==> config.mk <==
export PLATFORM = sky130hd
export DESIGN_NAME = pagerank_gather
export DESIGN_NICKNAME = d
export VERILOG_FILES = /design/src/rtl/pagerank_pkg.sv /design/src/rtl/pagerank_damp_apply.sv /design/src/rtl/pagerank_gather.sv
export SDC_FILE = /design/constraint.sdc
export NUM_CORES = 2
export LEC_CHECK = 0
export ABC_CLOCK_PERIOD_IN_PS = 15400
export CORE_MARGIN = 2
export CORE_UTILIZATION = 50
export DETAILED_ROUTE_END_ITERATION = 8
export GPL_TIMING_DRIVEN = 0
export PLACE_DENSITY = 0.68
export REMOVE_ABC_BUFFERS = 1
export SLEW_MARGIN = 25
export SYNTH_ARGS = -nofsm -noshare
export SYNTH_HDL_FRONTEND = slang
export SYNTH_SLANG_ARGS = --single-unit
==> constraint.sdc <==
create_clock -name clock -period 15.4 [get_ports clock]
set_clock_uncertainty 0.05 [all_clocks]
set_input_delay 3.08 -clock clock [delete_from_list [all_inputs] [get_ports clock]]
set_output_delay 3.08 -clock clock [all_outputs]
set_load 0.1 [all_outputs]
==> src/rtl/pagerank_pkg.sv <==
// Shared types and defaults for the PageRank gather stage.
package pagerank_pkg;

  typedef logic [63:0] rank_t;
  typedef logic [31:0] node_id_t;

  localparam int FRAC_BITS = 32;

  typedef enum logic [1:0] {
    IDLE  = 2'd0,
    ACCUM = 2'd1,
    APPLY = 2'd2,
    DONE  = 2'd3
  } gather_state_t;

endpackage

==> src/rtl/pagerank_damp_apply.sv <==
// Combinational damping: rank = sat64(BASE_TERM + ((acc * DAMPING) >> FRAC_BITS)).
module pagerank_damp_apply
  import pagerank_pkg::*;
#(
  parameter int          FRAC_BITS_P = FRAC_BITS,
  parameter logic [31:0] DAMPING     = 32'hD999_999A,
  parameter logic [63:0] BASE_TERM   = 64'h0000_0000_0999_9999
) (
  input  logic [63:0] acc,
  output logic [63:0] rank
);

  logic [95:0] product;
  logic [63:0] scaled;
  logic [64:0] sum;

  always_comb begin
    product = {32'd0, acc} * {64'd0, DAMPING};
    scaled  = 64'(product >> FRAC_BITS_P);
    sum     = {1'b0, BASE_TERM} + {1'b0, scaled};
    rank    = sum[64] ? 64'hFFFF_FFFF_FFFF_FFFF : sum[63:0];
  end

endmodule

==> src/rtl/pagerank_gather.sv <==
// Gather stage: accumulates scatter contributions per node, then streams damped ranks.
// valid/ready: a beat or rank transfers on a rising edge where valid and ready are both
// high; the sender holds its data stable until that edge.
module pagerank_gather
  import pagerank_pkg::*;
#(
  parameter int          NODES_IN_PARTITION = 4,
  parameter int          FRAC_BITS_P        = FRAC_BITS,
  parameter logic [31:0] DAMPING            = 32'hD999_999A,
  parameter logic [63:0] BASE_TERM          = 64'h0000_0000_0999_9999
) (
  input  logic        clock,
  input  logic        reset,
  input  logic        pagerank_enable,
  input  logic        in_valid,
  input  logic [31:0] in_node_id,
  input  logic [63:0] in_contrib,
  output logic        in_ready,
  input  logic        scatter_done,
  output logic        out_valid,
  output logic [31:0] out_node_id,
  output logic [63:0] out_pagerank,
  input  logic        out_ready,
  output logic        gather_complete,
  output logic        id_error,
  output logic        sat_error,
  output logic [1:0]  fsm_state
);

  localparam int          IDX_W = (NODES_IN_PARTITION > 1) ? $clog2(NODES_IN_PARTITION) : 1;
  localparam logic [31:0] N_ID  = 32'(NODES_IN_PARTITION);
  localparam logic [IDX_W-1:0] LAST = IDX_W'(NODES_IN_PARTITION - 1);

  gather_state_t    state;
  rank_t            acc [NODES_IN_PARTITION];
  logic [IDX_W-1:0] k;
  logic [IDX_W-1:0] beat_idx;
  logic [64:0]      beat_sum;
  logic             beat_fire;
  logic             beat_in_range;
  rank_t            damped;

  assign fsm_state     = state;
  assign beat_fire     = in_valid && in_ready;
  assign beat_in_range = in_node_id < N_ID;
  assign beat_idx      = in_node_id[IDX_W-1:0];
  assign beat_sum      = {1'b0, acc[beat_idx]} + {1'b0, in_contrib};

  pagerank_damp_apply #(
    .FRAC_BITS_P (FRAC_BITS_P),
    .DAMPING     (DAMPING),
    .BASE_TERM   (BASE_TERM)
  ) u_damp (
    .acc  (acc[k]),
    .rank (damped)
  );

  // Accumulators are frozen in APPLY, so the damped value for node k is stable while stalled.
  assign out_pagerank = out_valid ? damped : 64'd0;

  always_ff @(posedge clock) begin
    if (reset) begin
      state           <= IDLE;
      for (int i = 0; i < NODES_IN_PARTITION; i++) acc[i] <= '0;
      k               <= '0;
      in_ready        <= 1'b0;
      out_valid       <= 1'b0;
      out_node_id     <= '0;
      gather_complete <= 1'b0;
      id_error        <= 1'b0;
      sat_error       <= 1'b0;
    end else begin
      case (state)
        IDLE, DONE: begin
          if (pagerank_enable) begin
            for (int i = 0; i < NODES_IN_PARTITION; i++) acc[i] <= '0;
            state           <= ACCUM;
            k               <= '0;
            in_ready        <= 1'b1;
            gather_complete <= 1'b0;
            id_error        <= 1'b0;
            sat_error       <= 1'b0;
          end
        end
        ACCUM: begin
          if (beat_fire) begin
            if (!beat_in_range) begin
              id_error <= 1'b1;
            end else if (beat_sum[64]) begin
              acc[beat_idx] <= 64'hFFFF_FFFF_FFFF_FFFF;
              sat_error     <= 1'b1;
            end else begin
              acc[beat_idx] <= beat_sum[63:0];
            end
          end
          if (scatter_done) begin
            state       <= APPLY;
            in_ready    <= 1'b0;
            out_valid   <= 1'b1;
            out_node_id <= '0;
            k           <= '0;
          end
        end
        APPLY: begin
          if (out_ready) begin
            if (k == LAST) begin
              state           <= DONE;
              out_valid       <= 1'b0;
              out_node_id     <= '0;
              gather_complete <= 1'b1;
            end else begin
              k           <= k + 1'b1;
              out_node_id <= 32'(k) + 32'd1;
            end
          end
        end
        default: state <= IDLE;
      endcase
    end
  end

endmodule

==> impl_summary.log <==
INFO  metric status = finished, final reports clean
INFO  metric synth_simple_gate_area_share = roughly a tenth
INFO  metric timing.final.crit_share = 98.38%
INFO  metric layout-drive-gt1-share = about 7.2%
INFO  metric clock_tree.htree_level_count = 1
INFO  metric report.final.setup_viol = 0
INFO  metric grt_antenna_before_repair = 1
INFO  metric postLayoutCoreUtil = 54.85%
INFO  metric ant_nets = 0
INFO  metric cts-buffers-inserted = 23
INFO  metric use_met2 = 48.81%
INFO  metric final_hold_violation_count = 0
INFO  metric clock-sinks = 269
INFO  metric cp_max_fo = 35
INFO  metric routed_via_density = around 5.8
INFO  metric first_global_vias = 39840
INFO  metric maximum_number_of_pins_on_one_net_before_global_route_repair = 47
INFO  metric end_kind = output port
INFO  metric synth_warnings = 0
INFO  metric num-nets-final = 6700
INFO  metric synthAdderAreaFrac = 44.21%
INFO  metric reg2reg_depth = 16
INFO  metric post_synth_inst_count = 5191
INFO  metric timing.max_cap.violations = 0
INFO  metric n_fill_cell = a little over 9000
INFO  metric routed-via-count = approximately 39000
INFO  metric design.portCount = 205
INFO  metric syn_area = 51150 µm²
INFO  metric global_route.usage.total = between 30% and 40%
INFO  metric synthArstFlopShare = 0%
INFO  metric final.min_clock_period = about 15 ns
INFO  metric place_area = 54420 µm²
INFO  metric synth_compound_gate_area_share = approximately a tenth
INFO  metric cts-root-to-sink-buffers = 3
INFO  metric critical_path.reg2reg.endpoint = acc[3][6]
INFO  metric grt.busiest_layer = met2
INFO  metric ys_ff_latch = 269
INFO  metric max_freq = 66.00 MHz
INFO  metric initialDrtViolationCount = 3526
INFO  metric synth_enable_flop_cells = about 260
INFO  metric crit_path_max_delay_cell_type = sky130_fd_sc_hd__mux4_2
INFO  metric synth_seq_area_share = 15.54%
INFO  metric number_of_detailed_route_iterations_in_the_first_pass = 6
INFO  metric min-delay-start = out_node_id[0]
INFO  metric critical-path-max-stage-delay = 0.76 ns
INFO  metric initial_core_util = 50.34%
INFO  metric final.hold.worst_slack = 0.4355 ns
INFO  metric grt.overflow.total = 0
INFO  metric syn2layout_area_growth = 8.946%
INFO  metric detail_route.drc_violations = 0
INFO  metric portBuffers = 174
INFO  metric syn_avg_cell_area = about 9.9 µm²
INFO  metric num_antenna_cells = 0
INFO  metric synth_largest_area_cell = sky130_fd_sc_hd__fa_1
INFO  metric worst_pin_slew = a little over 1 ns
INFO  metric synthXorXnorAreaFrac = under 10%
INFO  metric setup.worst_path.start_class = flip-flop
INFO  metric synth_top_flop_cell = sky130_fd_sc_hd__edfxtp_1
INFO  metric timing.final.max_slew_violations = 0
INFO  metric globalplace.congestion = 0.9938
INFO  metric whs_path_depth = 2
INFO  metric clk_transition_reported_paths = 0.08 ns
INFO  metric chipHeight = 323.8 µm
INFO  metric worst-endpoint-arrival = 12.02 ns
INFO  metric timing.hold.worst_endpoint = out_node_id[0]
INFO  metric routed_wirelength = 158700 µm
INFO  metric tritoncts = done
INFO  metric hold_class = reg2reg
INFO  metric worst_ep_required_time = 12.27 ns
INFO  metric crit_path_frequent_cell = sky130_fd_sc_hd__fa_1
INFO  metric finished_layout_cell_area = 55720 µm²
INFO  metric worst-r2r-setup-slack = ~9.8 ns
INFO  metric gr-usage-met1 = 44.47%
INFO  metric start_of_the_worst_register_to_register_path = acc[3][7]
INFO  metric core-area = roughly 100000 µm²
INFO  metric layout.cells.most_common = sky130_fd_sc_hd__inv_1
INFO  metric placement_rows = 117
INFO  metric yosys_cell_types = 102
INFO  metric max_slew_margin = roughly a third
INFO  metric grt_setup_unrepaired = true
INFO  metric post_synth_mux_area_share = 5.842%
INFO  metric fp.dieArea = 104900 µm²
INFO  metric cts_root_buffer = sky130_fd_sc_hd__clkbuf_16
INFO  metric avgRoutedWirePerCell = 23.87 µm
INFO  metric post_synth_main_area_contributors = sky130_fd_sc_hd__fa_1, sky130_fd_sc_hd__edfxtp_1, sky130_fd_sc_hd__ha_1
INFO  metric netlist.area_leader.share = 30.80%
INFO  metric cts-hold-fix-buffers = 0
INFO  metric worst-setup-path-type = reg2out
INFO  metric dp_hpwl = 135900 µm
INFO  metric layout_common_cells = sky130_fd_sc_hd__inv_1, sky130_fd_sc_hd__fa_1, sky130_fd_sc_hd__ha_1
INFO  metric globalRouteMet3Util = 5.432%
INFO  metric main_combinational_cell_family_by_area_after_synthesis = adder cells
INFO  metric grt_first_pass_wirelength = 241000 µm
INFO  metric die_w = 323.8 µm
INFO  metric worstSkewPairLatency = 0.54 ns
## state kept, by name, indices dropped and copies added (netlist names), named ones only
name,cells
gather_complete,1
k,2
sat_error,1
out_valid,1
id_error,1
out_node_id,2
acc,256
fsm_state,2
in_ready,1
## Yosys cell counts, types with 46 or more instances
| library cell | count |
|---|---|
| sky130_fd_sc_hd__inv_1 | 1095 |
| sky130_fd_sc_hd__fa_1 | 787 |
| sky130_fd_sc_hd__ha_1 | 547 |
| sky130_fd_sc_hd__nor2_1 | 472 |
| sky130_fd_sc_hd__a21oi_1 | 287 |
| sky130_fd_sc_hd__edfxtp_1 | 256 |
| sky130_fd_sc_hd__nand2_1 | 231 |
| sky130_fd_sc_hd__xnor2_1 | 139 |
| sky130_fd_sc_hd__clkbuf_1 | 135 |
| sky130_fd_sc_hd__o21ai_0 | 133 |
| sky130_fd_sc_hd__mux4_2 | 128 |
| sky130_fd_sc_hd__xor2_1 | 117 |
| sky130_fd_sc_hd__a21o_1 | 105 |
| sky130_fd_sc_hd__nand2b_1 | 78 |
| sky130_fd_sc_hd__nand4_1 | 65 |
| sky130_fd_sc_hd__o21a_1 | 46 |
## final cells by class
cell class              instances  area, µm²  share of cell area, %
flip-flops and latches        269       7955                  14.28
multi-input cells            3663      38830                  69.68
clock buffers                  26      586.8                  1.053
repair buffers                212       2344                  4.206
well taps                    1368       1712                  3.072
inverters                    1095       4110                  7.376
clock inverters                15      185.2                 0.3323
## stage by stage
step           TNS (ns)  setup WS (ns)  instances
6_report              0         0.2490       6648
5_1_grt        -0.09301       -0.04456       6648
4_1_cts               0       0.007283       6637
3_5_place_dp     -40.92        -0.9965       6596
3_3_place_gp    -400.62         -5.519       6569
2_1_floorplan    -81.11         -1.443       5027
## worst max path at each step
| stage | startpoint | to | slack [ns] | depth (start not counted) |
|---|---|---|---|---|
| finish | flip-flop | out_pagerank[3] | 0.25 | 32 |
| global route | flip-flop | out_pagerank[11] | -0.04 | 33 |
| CTS | flip-flop | out_pagerank[38] | 0.007 | 32 |
| detailed placement | flip-flop | out_pagerank[29] | -1.0 | 33 |
| global placement | flip-flop | out_pagerank[29] | -5.52 | 27 |
| floorplan | flip-flop | out_pagerank[0] | -1.44 | 30 |
## repair_timing
action,4_1_cts,5_1_grt
gates resized for setup,324,77
setup buffers,0,11
setup endpoints to repair,64,64
## logic make-up after synthesis
family,Yosys count
DFF,269
and+or+nand+nor,1102
AOI/OAI and AO/OA,802
xor gates and xnor gates,256
adders and majority gates,1335
muxes,138
buffers and inverters,1288
other,1
## routing by layer
layer | routed length [µm] | part of all wire [%]
met3 | 14590 | 9.2
met2 | 73340 | 46
met5 | 0 | 0
met4 | 3802 | 2.4
met1 | 66980 | 42
## critical path, delay by kind of cell (launching register included)
family	cells	cell delay, ns
AOI/OAI and AO/OA	4	1.18
muxes	1	0.76
adders and majority gates	9	4.39
buffers and inverters	7	1.06
DFF	1	0.45
xor gates and xnor gates	2	0.73
and+or+nand+nor	9	2.79
Power is not shown: default switching activity piles up to over one toggle a cycle in this logic, so the estimate is an artifact.
